`src/rtl/cam_hit_pkg.sv`:
```
// Shared types and helpers for the CAM hit-vector iterator.
// Compile-time option CAM_HIT_ITER_DESCEND_EN (see cam_hit_iter) selects scan order.
package cam_hit_pkg;

    localparam int CAM_WIDTH = 64;

    typedef logic [CAM_WIDTH-1:0]         cam_vec_t;
    typedef logic [$clog2(CAM_WIDTH)-1:0] cam_idx_t;
    typedef logic [$clog2(CAM_WIDTH):0]   cam_cnt_t;

    typedef enum logic {
        ST_IDLE = 1'b0,
        ST_SCAN = 1'b1
    } cam_state_e;

    function automatic cam_cnt_t cam_popcount(input cam_vec_t v);
        cam_cnt_t n;
        n = '0;
        for (int i = 0; i < CAM_WIDTH; i++) begin
            n = n + cam_cnt_t'(v[i]);
        end
        return n;
    endfunction

endpackage

```
`src/rtl/cam_hit_prienc.sv`:
```
// Combinational find-first-set over a hit vector, lowest-first or highest-first,
// with any-set and exactly-one-set flags.
module cam_hit_prienc #(
    parameter int  WIDTH   = 64,
    parameter bit  DESCEND = 1'b0,
    localparam int IDX_W   = $clog2(WIDTH)
) (
    input  logic [WIDTH-1:0] vec,
    output logic [IDX_W-1:0] idx,
    output logic             any,
    output logic             single
);

    // Last match in loop order wins, so the loop runs opposite to the priority.
    always_comb begin
        idx = '0;
        if (DESCEND) begin
            for (int i = 0; i < WIDTH; i++) begin
                if (vec[i]) idx = IDX_W'(i);
            end
        end else begin
            for (int i = WIDTH - 1; i >= 0; i--) begin
                if (vec[i]) idx = IDX_W'(i);
            end
        end
    end

    assign any    = |vec;
    assign single = any && ((vec & (vec - WIDTH'(1))) == '0);

endmodule

```
`src/rtl/cam_hit_iter.sv`:
```
// Accepts a CAM hit vector, reports its popcount, then streams each hit index.
// Define CAM_HIT_ITER_DESCEND_EN to scan highest index first.
module cam_hit_iter
    import cam_hit_pkg::*;
#(
    parameter int  WIDTH = CAM_WIDTH,
    localparam int IDX_W = $clog2(WIDTH),
    localparam int CNT_W = $clog2(WIDTH) + 1
) (
    input  logic             clk,
    input  logic             reset,
    input  logic             in_valid,
    output logic             in_ready,
    input  logic [WIDTH-1:0] in_vector,
    output logic             out_valid,
    input  logic             out_ready,
    output logic [IDX_W-1:0] out_index,
    output logic             out_last,
    output logic [CNT_W-1:0] count,
    output logic             count_valid
);

`ifdef CAM_HIT_ITER_DESCEND_EN
    localparam bit DESCEND = 1'b1;
`else
    localparam bit DESCEND = 1'b0;
`endif

    cam_state_e       state_q, state_d;
    logic [WIDTH-1:0] pending_q, pending_d;
    logic [CNT_W-1:0] count_q, count_d;
    logic             count_valid_q, count_valid_d;

    logic [IDX_W-1:0] enc_idx;
    logic             enc_any;
    logic             enc_single;
    logic             accept;

    cam_hit_prienc #(
        .WIDTH   (WIDTH),
        .DESCEND (DESCEND)
    ) u_prienc (
        .vec    (pending_q),
        .idx    (enc_idx),
        .any    (enc_any),
        .single (enc_single)
    );

    assign in_ready    = (state_q == ST_IDLE) && !reset;
    assign accept      = in_valid && in_ready;
    assign out_valid   = (state_q == ST_SCAN) && enc_any;
    assign out_index   = enc_idx;
    assign out_last    = out_valid && enc_single;
    assign count       = count_q;
    assign count_valid = count_valid_q;

    always_comb begin
        state_d       = state_q;
        pending_d     = pending_q;
        count_d       = count_q;
        count_valid_d = 1'b0;
        case (state_q)
            ST_IDLE: begin
                if (accept) begin
                    pending_d     = in_vector;
                    count_d       = CNT_W'(cam_popcount(cam_vec_t'(in_vector)));
                    count_valid_d = 1'b1;
                    // A zero vector produces no beats, so the block stays ready.
                    if (|in_vector) state_d = ST_SCAN;
                end
            end
            ST_SCAN: begin
                if (out_ready) begin
                    pending_d[enc_idx] = 1'b0;
                    if (enc_single) state_d = ST_IDLE;
                end
            end
            default: state_d = ST_IDLE;
        endcase
    end

    always_ff @(posedge clk) begin
        if (reset) begin
            state_q       <= ST_IDLE;
            pending_q     <= '0;
            count_q       <= '0;
            count_valid_q <= 1'b0;
        end else begin
            state_q       <= state_d;
            pending_q     <= pending_d;
            count_q       <= count_d;
            count_valid_q <= count_valid_d;
        end
    end

endmodule

```
`config.mk`:
```
export PLATFORM = sky130hd
export DESIGN_NAME = cam_hit_iter
export DESIGN_NICKNAME = d
export VERILOG_FILES = /design/src/rtl/cam_hit_pkg.sv /design/src/rtl/cam_hit_prienc.sv /design/src/rtl/cam_hit_iter.sv
export SDC_FILE = /design/constraint.sdc
export NUM_CORES = 1
export LEC_CHECK = 0
export BUFFER_PORTS_ARGS = -buffer_cell sky130_fd_sc_hd__buf_4
export CAP_MARGIN = 20
export CORE_UTILIZATION = 50
export CTS_BUF_LIST = sky130_fd_sc_hd__clkbuf_8 sky130_fd_sc_hd__clkbuf_16
export CTS_CLUSTER_SIZE = 8
export DETAILED_ROUTE_END_ITERATION = 10
export GPL_ROUTABILITY_DRIVEN = 1
export PLACE_DENSITY = 0.7
export SLEW_MARGIN = 20
export SYNTH_ARGS = -nofsm -noshare
export SYNTH_HDL_FRONTEND = slang
export SYNTH_SLANG_ARGS = --single-unit
```
`constraint.sdc`:
```
create_clock -name clk -period 12.5 [get_ports clk]
set_input_delay 0 -clock clk [delete_from_list [all_inputs] [get_ports clk]]
set_output_delay 0 -clock clk [all_outputs]
set_load 0.01 [all_outputs]
```
==> qor.yml, run 1 <==
first_pass_iters: 7
cts.clk_slew.worst_paths_ns: 0.06
synth_edf_count: 0
synth_top_cell_area_share: 0.1964
skew_ns: 0.008470
cap_violations: 0
worstReg2RegStart: "pending_q[61]$_SDFFE_PP0P_"
final_antenna_net_count: 0
r2r-end: "pending_q[17]$_SDFFE_PP0P_"
vias_per_cell: 6.862
grt_max_degree: 61
portBuffers: 84
p_per_area_mw_per_mm2: 266.8
yosysMostFrequentCell: "inv_1"
design_area_sq_mm: 0.008702
gp_congestion: 0.9824
wl_per_cell_um: 23.73
crit_path_frequent_cell: "fa_1"
ff2ff_setup_slack_ns: 8.92
rows: 44
grt_pass1_wl_mm: 43.44
slew_headroom: 0.4009
rsz0062_at_grt: "no"
syn_nets: 1075
startpoint_type: "input port"
combPwrFrac: 0.741
crit_required_ns: 12.71
min_period_over_period: 0.4786
slowest_stage: "dlygate4sd3_1"
crit_cells: 25
layout_min_cycle_time_ns: 5.983
place_area_sq_mm: 0.008035
grt_overflow: 0
syn2layout_area_growth_pct: 16.97
fillers: 1340
fp.dieH_um: 124.0
ys_types: 77
die-area_sq_mm: 0.01537
async_flop_share: 0
fmax_mhz: 167.1
dp_hpwl_mm: 20.80
antenna_found_initial: 0
yosys_register_bits: 73
finalHoldViolCount: 0
cp_max_fo: 3
synth_area_leaders: "dfxtp_1, fa_1, inv_1"
ys_seq_area_frac: 0.1964
final_nets: 1132
root_buffer: "clkbuf_16"
htreeDepth: 3
synth_common_cells: "inv_1, dfxtp_1, a21oi_1"
drt-initial-drc-count: 1232
post_cts_buffers: 0
cts_made_buffers: 9
critical_path.endpoint: "count[6]$_SDFFE_PP0P_"
cpPeakStageDelay_ns: 0.54
coreArea_sq_mm: 0.01453
r2r_cells: 7
crit_family: "adder cells"
synth_cells: 937
avgSynthCellArea_sq_um: 7.940
worst-setup-path-type: "input port to register"
start_util: 0.5119
clkPwrFrac: 0.126
synth.cell_area_sq_mm: 0.007440
yosys_warnings: 0
grt_usage: 0.3849
design.portCount: 85
antenna_cells: 0
status: "complete, no violations"
tightest_slew_ns: 0.8977
vias: 8118
layout-drive-gt1-share: 0.1381
maxSlewViolCount: 0
ir_worst_vdd_v: 0.001138
yosysTopAreaCell: "dfxtp_1"
cp.arrival_ns: 6.19
cts_tree: "yes"
min_path_type: "input port to register"
drc_errors: 0
dieWidth_um: 124.0
ys.flop_type: "dfxtp_1"
grt_pass1_vias: 7674
intPower_w: 0.001198
cts.sinks: 73
clkLatencyLatePin_ns: 0.35
crit_start: "in_vector[53]"
p_seq_frac: 0.132
p_sw_frac: 0.4841
ctsResizeCount: 0
holdBufCountCts: 34
crit_path_end_kind: "register"
wl_mm: 28.08
p_leak_nw: 3.502
setup_viol: 0
fin_total_pwr_w: 0.002322
clockBufferDepth: 2
p_sw_w: 0.001124
tns_ns: 0
path_buf_inv: 9
worst register-to-register path, cell delays in order, from the launching register on:
cell and delay, ns:
dfxtp_1 0.41, nor4_1 0.53, o21ai_0 0.25, a31oi_1 0.28
o32a_1 0.61, inv_2 0.40, o31ai_2 0.85, o21ai_1 0.11
area by class of cell:
type	count	area [sq um]	share of cell area
inverters	111	416.7	0.04788
clock inverters	7	101.3	0.01165
repair buffers	127	1039	0.1193
well taps	184	230.2	0.02646
flip-flops and latches	73	1461	0.1679
clock buffers	9	225.2	0.02588
multi-input cells	672	5229	0.6009
worst min path at each step:
stage                        startpoint                    endpoint  cells past startpoint
final                     in_vector[19]  pending_q[19]$_SDFFE_PP0P_                      3
after CTS                 in_vector[43]  pending_q[43]$_SDFFE_PP0P_                      3
after floorplan           in_vector[10]  pending_q[10]$_SDFFE_PP0P_                      2
after detailed placement  in_vector[10]  pending_q[10]$_SDFFE_PP0P_                      3
after global routing      in_vector[62]  pending_q[62]$_SDFFE_PP0P_                      3
after global placement    in_vector[21]  pending_q[21]$_SDFFE_PP0P_                      3
per-stage QoR:
stage | cells | worst slack (ns) | hold WS (ns) | util
after floorplan | 937 | 7.197 | 0.1206 | -
after global placement | 1133 | 6.832 | 0.2809 | 0.5529
after detailed placement | 1133 | 6.767 | 0.2720 | 0.5529
after CTS | 1183 | 6.537 | 0.004253 | 0.5987
after global routing | 1183 | 6.274 | 0.02278 | 0.5987
final | 1183 | 6.517 | 0.004991 | 0.5987
flip-flops by register name (all words and copies together) (netlist names):
register     count
state_q          1
count_valid      1
pending_q       64
count            7
power groups by stage:
stage,Sequential [W],Clock (W),Combinational [W]
3_5_place_dp,0.000309,0,0.00172
6_report,0.000307,0.000293,0.00172
5_1_grt,0.000310,0.000303,0.00194
4_1_cts,0.000304,0.000295,0.00174
3_3_place_gp,0.000309,0,0.00168
2_1_floorplan,0.000282,0,0.00130
cells by family (layout without fill, tap and decap cells):
group | after synthesis | count (layout) | synth area share
flip-flops | 73 | 73 | 0.1964
AND/OR/NAND/NOR | 300 | 300 | 0.2439
AO/OA/AOI/OAI | 298 | 298 | 0.2800
XOR/XNOR | 3 | 3 | 0.003532
buffers and inverters | 192 | 254 | 0.1026
adder cells (fa/ha/maj) | 71 | 71 | 0.1736
metal layers:
layer  track usage  vias up  part of all wire
li1              -     3605                 -
met1        0.5313     3823              0.39
met2        0.5757      591              0.44
met3       0.07372       99              0.12
met4        0.1868        0             0.047
met5             0        -                 0
layout by cell type (no fill, tap or decap), types with 8 or more instances in the layout:
master / synthesis / layout
inv_1: 109 / 109
buf_4: 3 / 93
dfxtp_1: 73 / 73
a21oi_1: 62 / 61
nand2_1: 57 / 57
fa_1: 54 / 54
nor2_1: 53 / 52
nor4_1: 36 / 36
dlygate4sd3_1: 0 / 34
a22oi_1: 33 / 33
o21ai_0: 26 / 26
a31oi_1: 25 / 25
nand3_1: 24 / 24
nand4_1: 19 / 19
nor3_1: 19 / 19
or4_1: 16 / 16
o21ai_1: 16 / 16
o311ai_1: 16 / 16
ha_1: 16 / 16
a211oi_1: 15 / 15
a41o_1: 13 / 13
o41ai_1: 11 / 11
nor4_4: 10 / 10
or3_1: 9 / 9
clkbuf_16: 0 / 9
o31ai_1: 8 / 8
o22ai_1: 8 / 8
and2_1: 8 / 8
No activity file was read; power rests on OpenSTA's default activity.
==> run 2: changes to the inputs <==
- ABC_AREA: default -> 1
- clock period: 12.5 -> 6.3 ns (I/O delays scaled with it)
==> qor.yml, run 2 <==
ys_types: 43
yosys_register_bits: 73
grt_pass1_vias: 6879
drc_errors: 0
htreeDepth: 3
final_antenna_net_count: 0
p_sw_w: 0.002086
yosysTopAreaCell: "dfxtp_1"
maxSlewViolCount: 0
cpPeakStageDelay_ns: 0.57
regMostFlops: "pending_q"
syn_nets: 1197
fillers: 1218
final_cells: 1368
largest_register_ffs: 64
cts_made_buffers: 9
drt-initial-drc-count: 696
ir_worst_vdd_v: 0.001664
placed_cells: 1288
startpoint_type: "input port"
p_per_area_mw_per_mm2: 495.4
vias_per_cell: 5.306
cap_violations: 0
cts.sinks: 73
skew_ns: 0.007489
grt_overflow: 0
grt_max_degree: 88
ys.flop_type: "dfxtp_1"
clkLatencyLatePin_ns: 0.35
clockBufferDepth: 2
layout-drive-gt1-share: 0.1208
grt_usage: 0.3149
coreArea_sq_mm: 0.01330
wl_mm: 21.32
intPower_w: 0.002151
post_cts_buffers: 0
wl_per_cell_um: 15.59
synth-adder-area-share: 0.1870
p_sw_frac: 0.4923
root_buffer: "clkbuf_16"
cp_cell_sequence: "dlygate4sd3_1 -> buf_4 -> fa_1 -> inv_1 -> fa_1 -> fa_1 -> inv_1 -> fa_1 -> fa_1 -> fa_1 -> fa_1 -> fa_1 -> ha_1 -> nand2_1 -> nor2_1 -> a211oi_1 -> nor2_1 -> nor2_1 -> o21bai_1 -> xor2_1 -> o21ai_0 -> inv_1"
combPwrFrac: 0.739
crit_path_frequent_cell: "fa_1"
crit_start: "in_vector[41]"
layout_setup_ws_ns: 0.4695
worstReg2RegStart: "pending_q[0]$_SDFFE_PP0P_"
tightest_slew_ns: 0.9888
fp.dieH_um: 119.1
crit_cells: 22
async_flop_share: 0
fmax_mhz: 171.5
pre_cts_ws_ns: 0.6605
synth.area.mux_share: 0
status: "complete, no violations"
grt_pass1_wl_mm: 34.83
synth_area_leaders: "dfxtp_1, fa_1, nand2_1"
final_nets: 1325
crit_family: "adder cells"
mostFrequentLayoutCells: "nand2_1, inv_1, nor2_1"
slowest_stage: "fa_1"
die-area_sq_mm: 0.01417
vias: 7258
start_util: 0.5152
min_period_over_period: 0.9255
cts_tree: "yes"
synth_top_family_by_area: "simple AND/OR/NAND/NOR gates"
min_from: "in_vector[31]"
cp.arrival_ns: 6.07
finalHoldViolCount: 0
p_leak_nw: 4.255
ctsResizeCount: 0
synth_cells: 1059
layout_min_cycle_time_ns: 5.831
yosys_warnings: 0
min_path_type: "input port to register"
slew_headroom: 0.3383
yosysMostFrequentCell: "nand2_1"
holdBufCountCts: 64
final_common_cell: "nand2_1"
synth_xor_area_frac: 0.002557
gp_congestion: 0.9660
dieWidth_um: 119.1
clkPwrFrac: 0.126
ys_seq_area_frac: 0.2133
cts.clk_slew.worst_paths_ns: 0.06
hold_path_depth: 3
first_pass_iters: 6
synth_edf_count: 0
portBuffers: 84
dp_hpwl_mm: 15.93
cp_max_fo: 3
p_seq_frac: 0.136
r2r_cells: 23
avgSynthCellArea_sq_um: 6.469
synth_top_cell_area_share: 0.2133
worst-setup-path-type: "input port to register"
syn2layout_area_growth_pct: 24.82
design.portCount: 85
synth.cell_area_sq_mm: 0.006850
rsz0062_at_grt: "no"
synthSimpleGateAreaFrac: 0.2787
synth_compound_area_frac: 0.1710
tns_ns: 0
crit_path_end_kind: "register"
path_buf_inv: 5
crit_required_ns: 6.54
setup_viol: 0
antenna_cells: 0
synth_common_cells: "nand2_1, inv_1, nor2_1"
rows: 42
antenna_found_initial: 1
==> run 2: changes by cell type after synthesis, sizes merged, moves of 17 or more <==
cell / before / now
inv: 111 / 230
o21ai: 42 / 85
o311ai: 18 / 1
a31oi: 25 / 69
nor2: 53 / 141
clkbuf: 54 / 30
a22oi: 34 / 0
nor4: 48 / 24
buf: 27 / 5
a21oi: 62 / 28
nand2: 57 / 224
==> run 2: path summary, 6_finish.rpt <==
| path | end | slack (ns) |
|---|---|---|
| setup / recovery | count[5]$_SDFFE_PP0P_ | 0.47 |
| hold / removal | pending_q[31]$_SDFFE_PP0P_ | 0.01 |
| setup reg to reg | state_q$_SDFF_PP0_ | 1.85 |
| hold reg to reg | count[0]$_SDFFE_PP0P_ | 0.47 |
==> run 2: metrics by stage <==
stage / util / cell area (sq um) / hold WS (ns) / total power, W
floorplan: - / 6850 / 0.05008 / 0.002909
global placement: 0.5727 / 7614 / 0.1661 / 0.003587
detailed placement: 0.5727 / 7614 / 0.1693 / 0.003607
CTS: 0.6431 / 8551 / 0.002779 / 0.004230
global route: 0.6431 / 8551 / 0.01708 / 0.004720
finish: 0.6431 / 8551 / 0.01284 / 0.004236
==> run 2: power groups by stage <==
stage               registers (W)  logic [W]  clock network, W
floorplan                0.000575    0.00233                 0
global placement         0.000582    0.00301                 0
detailed placement       0.000582    0.00302                 0
CTS                      0.000573    0.00312          0.000540
global route             0.000583    0.00358          0.000554
finish                   0.000575    0.00313          0.000532
==> run 2: worst reg2reg max path, cell delays in order, from the launching register on <==
cell and delay, ns:
dfxtp_1 0.36, nor2_2 0.16, nand2_1 0.15, nor2_1 0.26, inv_2 0.11, nor2_4 0.15
inv_2 0.09, nor2_4 0.14, inv_2 0.07, nor2_2 0.11, nand3_1 0.16, nor2_2 0.17
nand2_1 0.08, o21ai_1 0.15, o21ai_0 0.18, nor4_1 0.25, nand4_1 0.16, or4_1 0.46
nor4_2 0.27, o2111ai_1 0.27, nor2_1 0.15, nand4_1 0.18, o21ai_1 0.18, a21oi_1 0.07
==> run 2: logic make-up (layout without fill, tap and decap cells) <==
logic type                 Yosys count  in the layout
adders and majority gates           70             70
and+or+nand+nor                    445            445
AOI/OAI and AO/OA                  203            203
DFF                                 73             73
xor gates and xnor gates             2              2
buffers and inverters              266            399
==> run 2: layout make-up <==
type                       instances  area [sq um]  share of cell area
clock buffer                      10         239.0             0.02795
clock inverter                     6         57.56            0.006731
inverter                         231         867.1              0.1014
multi-input combinational        720          4390              0.5135
sequential                        73          1463              0.1711
tap                              176         220.2             0.02575
timing repair buffer             152          1314              0.1536
==> run 2: routing by layer <==
layer | GRT usage | wire length [um]
met5 | 0 | 0
met4 | 0.1123 | 523
met2 | 0.4807 | 9519
met3 | 0.06322 | 1590
met1 | 0.4401 | 9690
